[src/rtl/bus_pkg.sv]
// Shared definitions for the memory-bus arbiter and related bus logic.
package bus_pkg;

    typedef enum logic [1:0] {
        ST_IDLE = 2'd0,
        ST_BUSY = 2'd1,
        ST_HOLD = 2'd2
    } arb_state_e;

    localparam logic ARB_FIXED = 1'b0;
    localparam logic ARB_RR    = 1'b1;

    // Low bit of channel i's field inside a packed per-channel vector.
    function automatic int slice_lsb(input int ch, input int field_w);
        return ch * field_w;
    endfunction

endpackage

[src/rtl/mem_arbiter_if.sv]
// Requester-side and memory-side signals of the arbiter, grouped as one bus.
interface mem_arbiter_if #(
    parameter int NUM_CH = 2,
    parameter int ADDR_W = 8,
    parameter int DATA_W = 8
);
    logic [NUM_CH-1:0]        ch_req;
    logic [NUM_CH-1:0]        ch_lock;
    logic [NUM_CH-1:0]        ch_we;
    logic [NUM_CH*ADDR_W-1:0] ch_addr;
    logic [NUM_CH*DATA_W-1:0] ch_wdata;
    logic [NUM_CH-1:0]        ch_ready;
    logic [DATA_W-1:0]        ch_rdata;
    logic [NUM_CH-1:0]        grant;
    logic                     mem_req;
    logic                     mem_we;
    logic [ADDR_W-1:0]        mem_addr;
    logic [DATA_W-1:0]        mem_wdata;
    logic                     mem_ready;
    logic [DATA_W-1:0]        mem_rdata;

    // The arbiter masters the memory bus and answers the requesters.
    modport master (
        input  ch_req, ch_lock, ch_we, ch_addr, ch_wdata, mem_ready, mem_rdata,
        output ch_ready, ch_rdata, grant, mem_req, mem_we, mem_addr, mem_wdata
    );

    // Requesters plus memory: everything the arbiter does not drive.
    modport slave (
        output ch_req, ch_lock, ch_we, ch_addr, ch_wdata, mem_ready, mem_rdata,
        input  ch_ready, ch_rdata, grant, mem_req, mem_we, mem_addr, mem_wdata
    );

endinterface

[src/rtl/arb_pick.sv]
// Rotate-then-priority-encode picker: first asserted request at or after
// the start index (wrapping), or lowest index in fixed mode.
module arb_pick
    import bus_pkg::*;
#(
    parameter int NUM_CH = 2,
    parameter int IDX_W  = (NUM_CH > 1) ? $clog2(NUM_CH) : 1
) (
    input  logic [NUM_CH-1:0] req,
    input  logic [IDX_W-1:0]  start,
    input  logic              mode,
    output logic [NUM_CH-1:0] onehot,
    output logic [IDX_W-1:0]  idx,
    output logic              valid
);

    // Walk the channels from the rotated base and keep the first requester.
    always_comb begin
        int base;
        int cand;
        onehot = '0;
        idx    = '0;
        valid  = 1'b0;
        base   = (mode == ARB_FIXED) ? 0 : int'(start);
        for (int k = 0; k < NUM_CH; k++) begin
            cand = base + k;
            if (cand >= NUM_CH) begin
                cand = cand - NUM_CH;
            end
            if (!valid && req[cand]) begin
                valid        = 1'b1;
                idx          = IDX_W'(cand);
                onehot[cand] = 1'b1;
            end
        end
    end

endmodule

[src/rtl/mem_arbiter.sv]
// N-channel memory-bus arbiter with registered grant and bus signals,
// fixed or round-robin policy and per-channel lock for bursts.
module mem_arbiter
    import bus_pkg::*;
#(
    parameter int NUM_CH   = 2,
    parameter int ADDR_W   = 8,
    parameter int DATA_W   = 8,
    parameter int ARB_MODE = 0
) (
    input  logic          clk,
    input  logic          rst,
    mem_arbiter_if.master bus
);

    localparam int IDX_W = (NUM_CH > 1) ? $clog2(NUM_CH) : 1;
    localparam logic [IDX_W-1:0] LAST_CH = IDX_W'(NUM_CH - 1);
    localparam logic PICK_MODE = (ARB_MODE == 1) ? ARB_RR : ARB_FIXED;

    arb_state_e        state_q, state_d;
    logic [NUM_CH-1:0] grant_q, grant_d;
    logic [IDX_W-1:0]  owner_q, owner_d;
    logic [IDX_W-1:0]  rr_ptr_q, rr_ptr_d;
    logic              mem_req_q, mem_req_d;
    logic              mem_we_q, mem_we_d;
    logic [ADDR_W-1:0] mem_addr_q, mem_addr_d;
    logic [DATA_W-1:0] mem_wdata_q, mem_wdata_d;

    logic [IDX_W-1:0]  pick_start;
    logic [NUM_CH-1:0] pick_onehot;
    logic [IDX_W-1:0]  pick_idx;
    logic              pick_valid;
    logic [IDX_W-1:0]  sel_idx;
    logic [ADDR_W-1:0] sel_addr;
    logic [DATA_W-1:0] sel_wdata;
    logic              sel_we;

    // Round-robin search begins one past the last IDLE winner.
    assign pick_start = (rr_ptr_q == LAST_CH) ? '0 : rr_ptr_q + 1'b1;

    arb_pick #(
        .NUM_CH (NUM_CH),
        .IDX_W  (IDX_W)
    ) u_pick (
        .req    (bus.ch_req),
        .start  (pick_start),
        .mode   (PICK_MODE),
        .onehot (pick_onehot),
        .idx    (pick_idx),
        .valid  (pick_valid)
    );

    // New winner in IDLE, current owner when re-issuing from HOLD.
    assign sel_idx   = (state_q == ST_IDLE) ? pick_idx : owner_q;
    assign sel_addr  = bus.ch_addr[slice_lsb(int'(sel_idx), ADDR_W) +: ADDR_W];
    assign sel_wdata = bus.ch_wdata[slice_lsb(int'(sel_idx), DATA_W) +: DATA_W];
    assign sel_we    = bus.ch_we[sel_idx];

    assign bus.grant     = grant_q;
    assign bus.mem_req   = mem_req_q;
    assign bus.mem_we    = mem_we_q;
    assign bus.mem_addr  = mem_addr_q;
    assign bus.mem_wdata = mem_wdata_q;
    assign bus.ch_ready  = {NUM_CH{bus.mem_ready & mem_req_q}} & grant_q;
    assign bus.ch_rdata  = bus.mem_rdata;

    // Next-state and next-bus-value logic for the IDLE/BUSY/HOLD sequencer.
    always_comb begin
        state_d     = state_q;
        grant_d     = grant_q;
        owner_d     = owner_q;
        rr_ptr_d    = rr_ptr_q;
        mem_req_d   = mem_req_q;
        mem_we_d    = mem_we_q;
        mem_addr_d  = mem_addr_q;
        mem_wdata_d = mem_wdata_q;
        case (state_q)
            ST_IDLE: begin
                if (pick_valid) begin
                    grant_d     = pick_onehot;
                    owner_d     = pick_idx;
                    rr_ptr_d    = pick_idx;
                    mem_req_d   = 1'b1;
                    mem_we_d    = sel_we;
                    mem_addr_d  = sel_addr;
                    mem_wdata_d = sel_wdata;
                    state_d     = ST_BUSY;
                end
            end
            ST_BUSY: begin
                if (bus.mem_ready) begin
                    mem_req_d = 1'b0;
                    mem_we_d  = 1'b0;
                    if (bus.ch_lock[owner_q]) begin
                        state_d = ST_HOLD;
                    end else begin
                        grant_d = '0;
                        state_d = ST_IDLE;
                    end
                end else if (!bus.ch_req[owner_q]) begin
                    mem_req_d = 1'b0;
                    mem_we_d  = 1'b0;
                    grant_d   = '0;
                    state_d   = ST_IDLE;
                end
            end
            ST_HOLD: begin
                if (bus.ch_req[owner_q]) begin
                    mem_req_d   = 1'b1;
                    mem_we_d    = sel_we;
                    mem_addr_d  = sel_addr;
                    mem_wdata_d = sel_wdata;
                    state_d     = ST_BUSY;
                end else if (!bus.ch_lock[owner_q]) begin
                    grant_d = '0;
                    state_d = ST_IDLE;
                end
            end
            default: begin
                grant_d   = '0;
                mem_req_d = 1'b0;
                mem_we_d  = 1'b0;
                state_d   = ST_IDLE;
            end
        endcase
    end

    // State and bus registers; reset parks the pointer so channel 0 wins first.
    always_ff @(posedge clk) begin
        if (rst) begin
            state_q     <= ST_IDLE;
            grant_q     <= '0;
            owner_q     <= '0;
            rr_ptr_q    <= LAST_CH;
            mem_req_q   <= 1'b0;
            mem_we_q    <= 1'b0;
            mem_addr_q  <= '0;
            mem_wdata_q <= '0;
        end else begin
            state_q     <= state_d;
            grant_q     <= grant_d;
            owner_q     <= owner_d;
            rr_ptr_q    <= rr_ptr_d;
            mem_req_q   <= mem_req_d;
            mem_we_q    <= mem_we_d;
            mem_addr_q  <= mem_addr_d;
            mem_wdata_q <= mem_wdata_d;
        end
    end

endmodule
[src/flat_wrapper.sv]
// flat-port wrapper written by rule: the top's interface ports become plain ports
module mem_arbiter_flat import bus_pkg::*;
#(
    parameter int NUM_CH   = 2,
    parameter int ADDR_W   = 8,
    parameter int DATA_W   = 8,
    parameter int ARB_MODE = 0
)
  (clk, rst, bus_ch_req, bus_ch_lock, bus_ch_we, bus_ch_addr, bus_ch_wdata, bus_mem_ready, bus_mem_rdata, bus_ch_ready, bus_ch_rdata, bus_grant, bus_mem_req, bus_mem_we, bus_mem_addr, bus_mem_wdata);
  mem_arbiter_if #(.NUM_CH(NUM_CH), .ADDR_W(ADDR_W), .DATA_W(DATA_W)) bus_i ();
  input  logic clk;
  input  logic rst;
  input wire logic [$bits(bus_i.ch_req)-1:0] bus_ch_req;
  input wire logic [$bits(bus_i.ch_lock)-1:0] bus_ch_lock;
  input wire logic [$bits(bus_i.ch_we)-1:0] bus_ch_we;
  input wire logic [$bits(bus_i.ch_addr)-1:0] bus_ch_addr;
  input wire logic [$bits(bus_i.ch_wdata)-1:0] bus_ch_wdata;
  input wire logic [$bits(bus_i.mem_ready)-1:0] bus_mem_ready;
  input wire logic [$bits(bus_i.mem_rdata)-1:0] bus_mem_rdata;
  output wire logic [$bits(bus_i.ch_ready)-1:0] bus_ch_ready;
  output wire logic [$bits(bus_i.ch_rdata)-1:0] bus_ch_rdata;
  output wire logic [$bits(bus_i.grant)-1:0] bus_grant;
  output wire logic [$bits(bus_i.mem_req)-1:0] bus_mem_req;
  output wire logic [$bits(bus_i.mem_we)-1:0] bus_mem_we;
  output wire logic [$bits(bus_i.mem_addr)-1:0] bus_mem_addr;
  output wire logic [$bits(bus_i.mem_wdata)-1:0] bus_mem_wdata;
  assign bus_i.ch_req = bus_ch_req;
  assign bus_i.ch_lock = bus_ch_lock;
  assign bus_i.ch_we = bus_ch_we;
  assign bus_i.ch_addr = bus_ch_addr;
  assign bus_i.ch_wdata = bus_ch_wdata;
  assign bus_i.mem_ready = bus_mem_ready;
  assign bus_i.mem_rdata = bus_mem_rdata;
  assign bus_ch_ready = bus_i.ch_ready;
  assign bus_ch_rdata = bus_i.ch_rdata;
  assign bus_grant = bus_i.grant;
  assign bus_mem_req = bus_i.mem_req;
  assign bus_mem_we = bus_i.mem_we;
  assign bus_mem_addr = bus_i.mem_addr;
  assign bus_mem_wdata = bus_i.mem_wdata;
  mem_arbiter #(.NUM_CH(NUM_CH), .ADDR_W(ADDR_W), .DATA_W(DATA_W), .ARB_MODE(ARB_MODE)) u_core (.clk(clk), .rst(rst), .bus(bus_i));
endmodule
[config.mk]
export PLATFORM = sky130hd
export DESIGN_NAME = mem_arbiter_flat
export DESIGN_NICKNAME = d
export VERILOG_FILES = /design/src/rtl/bus_pkg.sv /design/src/rtl/mem_arbiter_if.sv /design/src/rtl/arb_pick.sv /design/src/rtl/mem_arbiter.sv /design/src/flat_wrapper.sv
export SDC_FILE = /design/constraint.sdc
export NUM_CORES = 1
export LEC_CHECK = 0
export CAP_MARGIN = 5
export CORE_MARGIN = 2
export CORE_UTILIZATION = 39
export CTS_CLUSTER_DIAMETER = 80
export DETAILED_ROUTE_END_ITERATION = 10
export PLACE_DENSITY = 0.92
export SLEW_MARGIN = 20
export SYNTH_ARGS = -nofsm -noshare
export SYNTH_HDL_FRONTEND = slang
export SYNTH_SLANG_ARGS = --single-unit
[constraint.sdc]
create_clock -name clk -period 2.9 [get_ports clk]
set_clock_uncertainty 0.1 [all_clocks]
set_input_delay 0.29 -clock clk [delete_from_list [all_inputs] [get_ports clk]]
set_output_delay 0.29 -clock clk [all_outputs]
set_load 0.02 [all_outputs]
==> impl_results.md <==
- Final nets: 228
- Ys async rst share: 0
- Xor/xnor share of the synthesized area: 0
- P&R area growth vs syn: 44.1%
- Final worst path period share: 0.709
- RSZ-0062 raised after global routing: false
- First-pass GRT wire length: 4420 um
- Layout cell share with drive strength beyond 1: 0.191
- Multiplexer share of the synthesized area: 0.165
- Slew headroom: 0.569
- Cts bufs inserted: 3
- Ys Warns: 0
- Routed Antenna Nets: 0
- Post-synth EDFFs: 0
- Synth Flop Type: dfxtp_1
- Hpwl dp: 2130 um
- CP Max Fanout: 17
- DR DRC count: 0
- Final min period: 2.06 ns
- IO buf count: 62
- Post-CTS setup buffer count: 0
- Die Height: 62.0 um
- Largest net degree at the start of global routing: 33
- Yosys top cell area share: 0.350
- Pre-CTS WS: 0.612 ns
- CTS clk-pin slew, worst paths: 0.12 ns
- CTS Buffer Depth: 2
- Starting Density: 0.400
- Initial antenna violation count: 0
- Gr usage total: 0.149
- Final global-route overflow total: 0
- I/O pins: 79
- Worst-Skew Late Latency: 0.30 ns
- Pre-antenna DRT Iters: 4
- Num rows: 21
- Routed WL: 2810 um
- Post-synthesis sequential area ratio: 0.350
- Die area: 3850 um^2
- Fill cell count: 296
- Largest family of logic cells by synthesized area: compound AO/OA/AOI/OAI gates
- Post-cts resize count: 0
- Vias in the first global route: 1078
- Clock sink count: 23
- Area leader, netlist: dfxtp_1
- H-Tree Depth: 1
- # hold bufs at CTS: 0
- Compound-gate portion of the synthesized area: 0.247
- Min-Delay Path Class: flop to flop
- Critical Path RT: 2.97 ns
- 1st-iter DRT viols: 37
- Synth Register Bits: 23
- Nature of the critical path startpoint: flop
- Synth Area in Adders: 0
- Total Power Consumption: 0.000833 W
- Routed vias: 1098
- Worst slew pin tran: 0.645 ns
- Commonest non-fill, non-tap cell in the layout: clkdlybuf4s50_1
- Leak: 0.667 nW
- PwrDens: 440 nW/um^2
- Met3 Usage GRT: 0.0290
- GR Util met1: 0.193
- Cell area after synthesis: 1310 um^2
- CTS tree: yes
- Simple-gate share of the synthesized area: 0.129
- Post-synth cell types: 27
- Final Max Slew Viols: 0
- Placeable Area: 3280 um^2
- Via density: 4.90
- Arrival time worst endpoint: 2.13 ns
- Fmax: 486 MHz
- Final setup TNS: 0 ns
- Die width: 62.0 um
- CTS Root Buffer Type: clkbuf_4
- Final hold vios: 0
- Max-Cap Viols: 0
- Final setup vio count: 0
- Setup CP Type: flop to flop
- Placer Congestion: 0.767
- Gr busiest metal: met2
- Max VDD drop: 0.000171 V
- Crit end category: flop
- M2 GR Usage: 0.262
- Commonest non-fill, non-tap cells in the layout: clkdlybuf4s50_1, dfxtp_1, mux2i_1, a211oi_2
- Area contributors post-synth: dfxtp_1, a211oi_2, mux2i_1, buf_4, nor2_2
- Syn Inst Count: 128
- Status: finished, final reports clean
- Mean Syn Cell Area: 10.3 um^2
- Final setup margin: 0.844 ns
- N_diodes: 0
- Routed WL per cell: 12.6 um
- Synthesized Nets: 177
cell type report:
class	instances	area, um^2	share of cell area
Sequential cell	23	460	0.243
Multi-Input combinational cell	86	709	0.375
Clock buffer	4	26.3	0.0139
Tap cell	46	57.6	0.0304
Timing Repair Buffer	64	636	0.336
Inverter	1	3.75	0.00198
worst max-delay path: stages (launching register included):
cell	delay [ns]
dfxtp_1	0.63
nor2_1	0.17
mux2_2	0.64
mux2i_1	0.29
a211oi_1	0.09
report_power, final:
| group | internal (W) | switching [W] | total (W) |
|---|---|---|---|
| logic | 0.000166 | 0.000146 | 0.000312 |
| registers | 0.000350 | 0.0000269 | 0.000377 |
| clock network | 0.0000535 | 0.0000896 | 0.000143 |
| total | 0.000570 | 0.000262 | 0.000833 |
registers in the layout, indices dropped and copies added, names as in the netlist:
| register | count |
|---|---|
| u_core.bus.mem_addr | 8 |
| u_core.state_q | 2 |
| u_core.bus.mem_we | 1 |
| u_core.bus.mem_req | 1 |
| u_core.bus.grant | 2 |
| u_core.owner_q | 1 |
| u_core.bus.mem_wdata | 8 |
stage by stage:
step | hold slack, ns | cells | utilization | instance area [um^2]
floorplan | 0.287 | 128 | - | 1310
global placement | 0.387 | 220 | 0.568 | 1870
detailed placement | 0.384 | 220 | 0.568 | 1870
CTS | 0.411 | 224 | 0.576 | 1890
global route | 0.451 | 224 | 0.576 | 1890
finish | 0.403 | 224 | 0.576 | 1890
worst paths after layout:
kind	from	end	slack [ns]	depth (start not counted)
worst max-delay path	u_core.state_q[0]	u_core.bus.mem_addr[0]	0.84	4
worst min-delay path	u_core.bus.mem_we	u_core.bus.mem_we	0.40	2
worst max register to register	u_core.state_q[0]	u_core.bus.mem_addr[0]	0.84	4
worst min register to register	u_core.bus.mem_we	u_core.bus.mem_we	0.40	2
layer usage:
metal | wire [um] | up-vias | share of wire
met4 | 0 | 0 | 0
met2 | 1320 | 38 | 0.47
met5 | 0 | - | 0
met3 | 259 | 0 | 0.092
met1 | 1240 | 504 | 0.44
li1 | - | 556 | -
cells in the mapped netlist (3+ instances only):
cell / n
a211oi_1: 3
a211oi_2: 15
a21oi_1: 3
buf_4: 9
buf_6: 3
clkbuf_1: 5
dfxtp_1: 23
mux2i_1: 18
nand2b_1: 3
nor2_1: 10
nor2_2: 10
nor3_1: 3
o21ai_0: 4
cells by family after synthesis:
family / count (synthesis)
buf+inv: 19
mux: 21
compound gates: 33
flops: 23
simple gates: 32
Power figures use the tool's default switching activity.
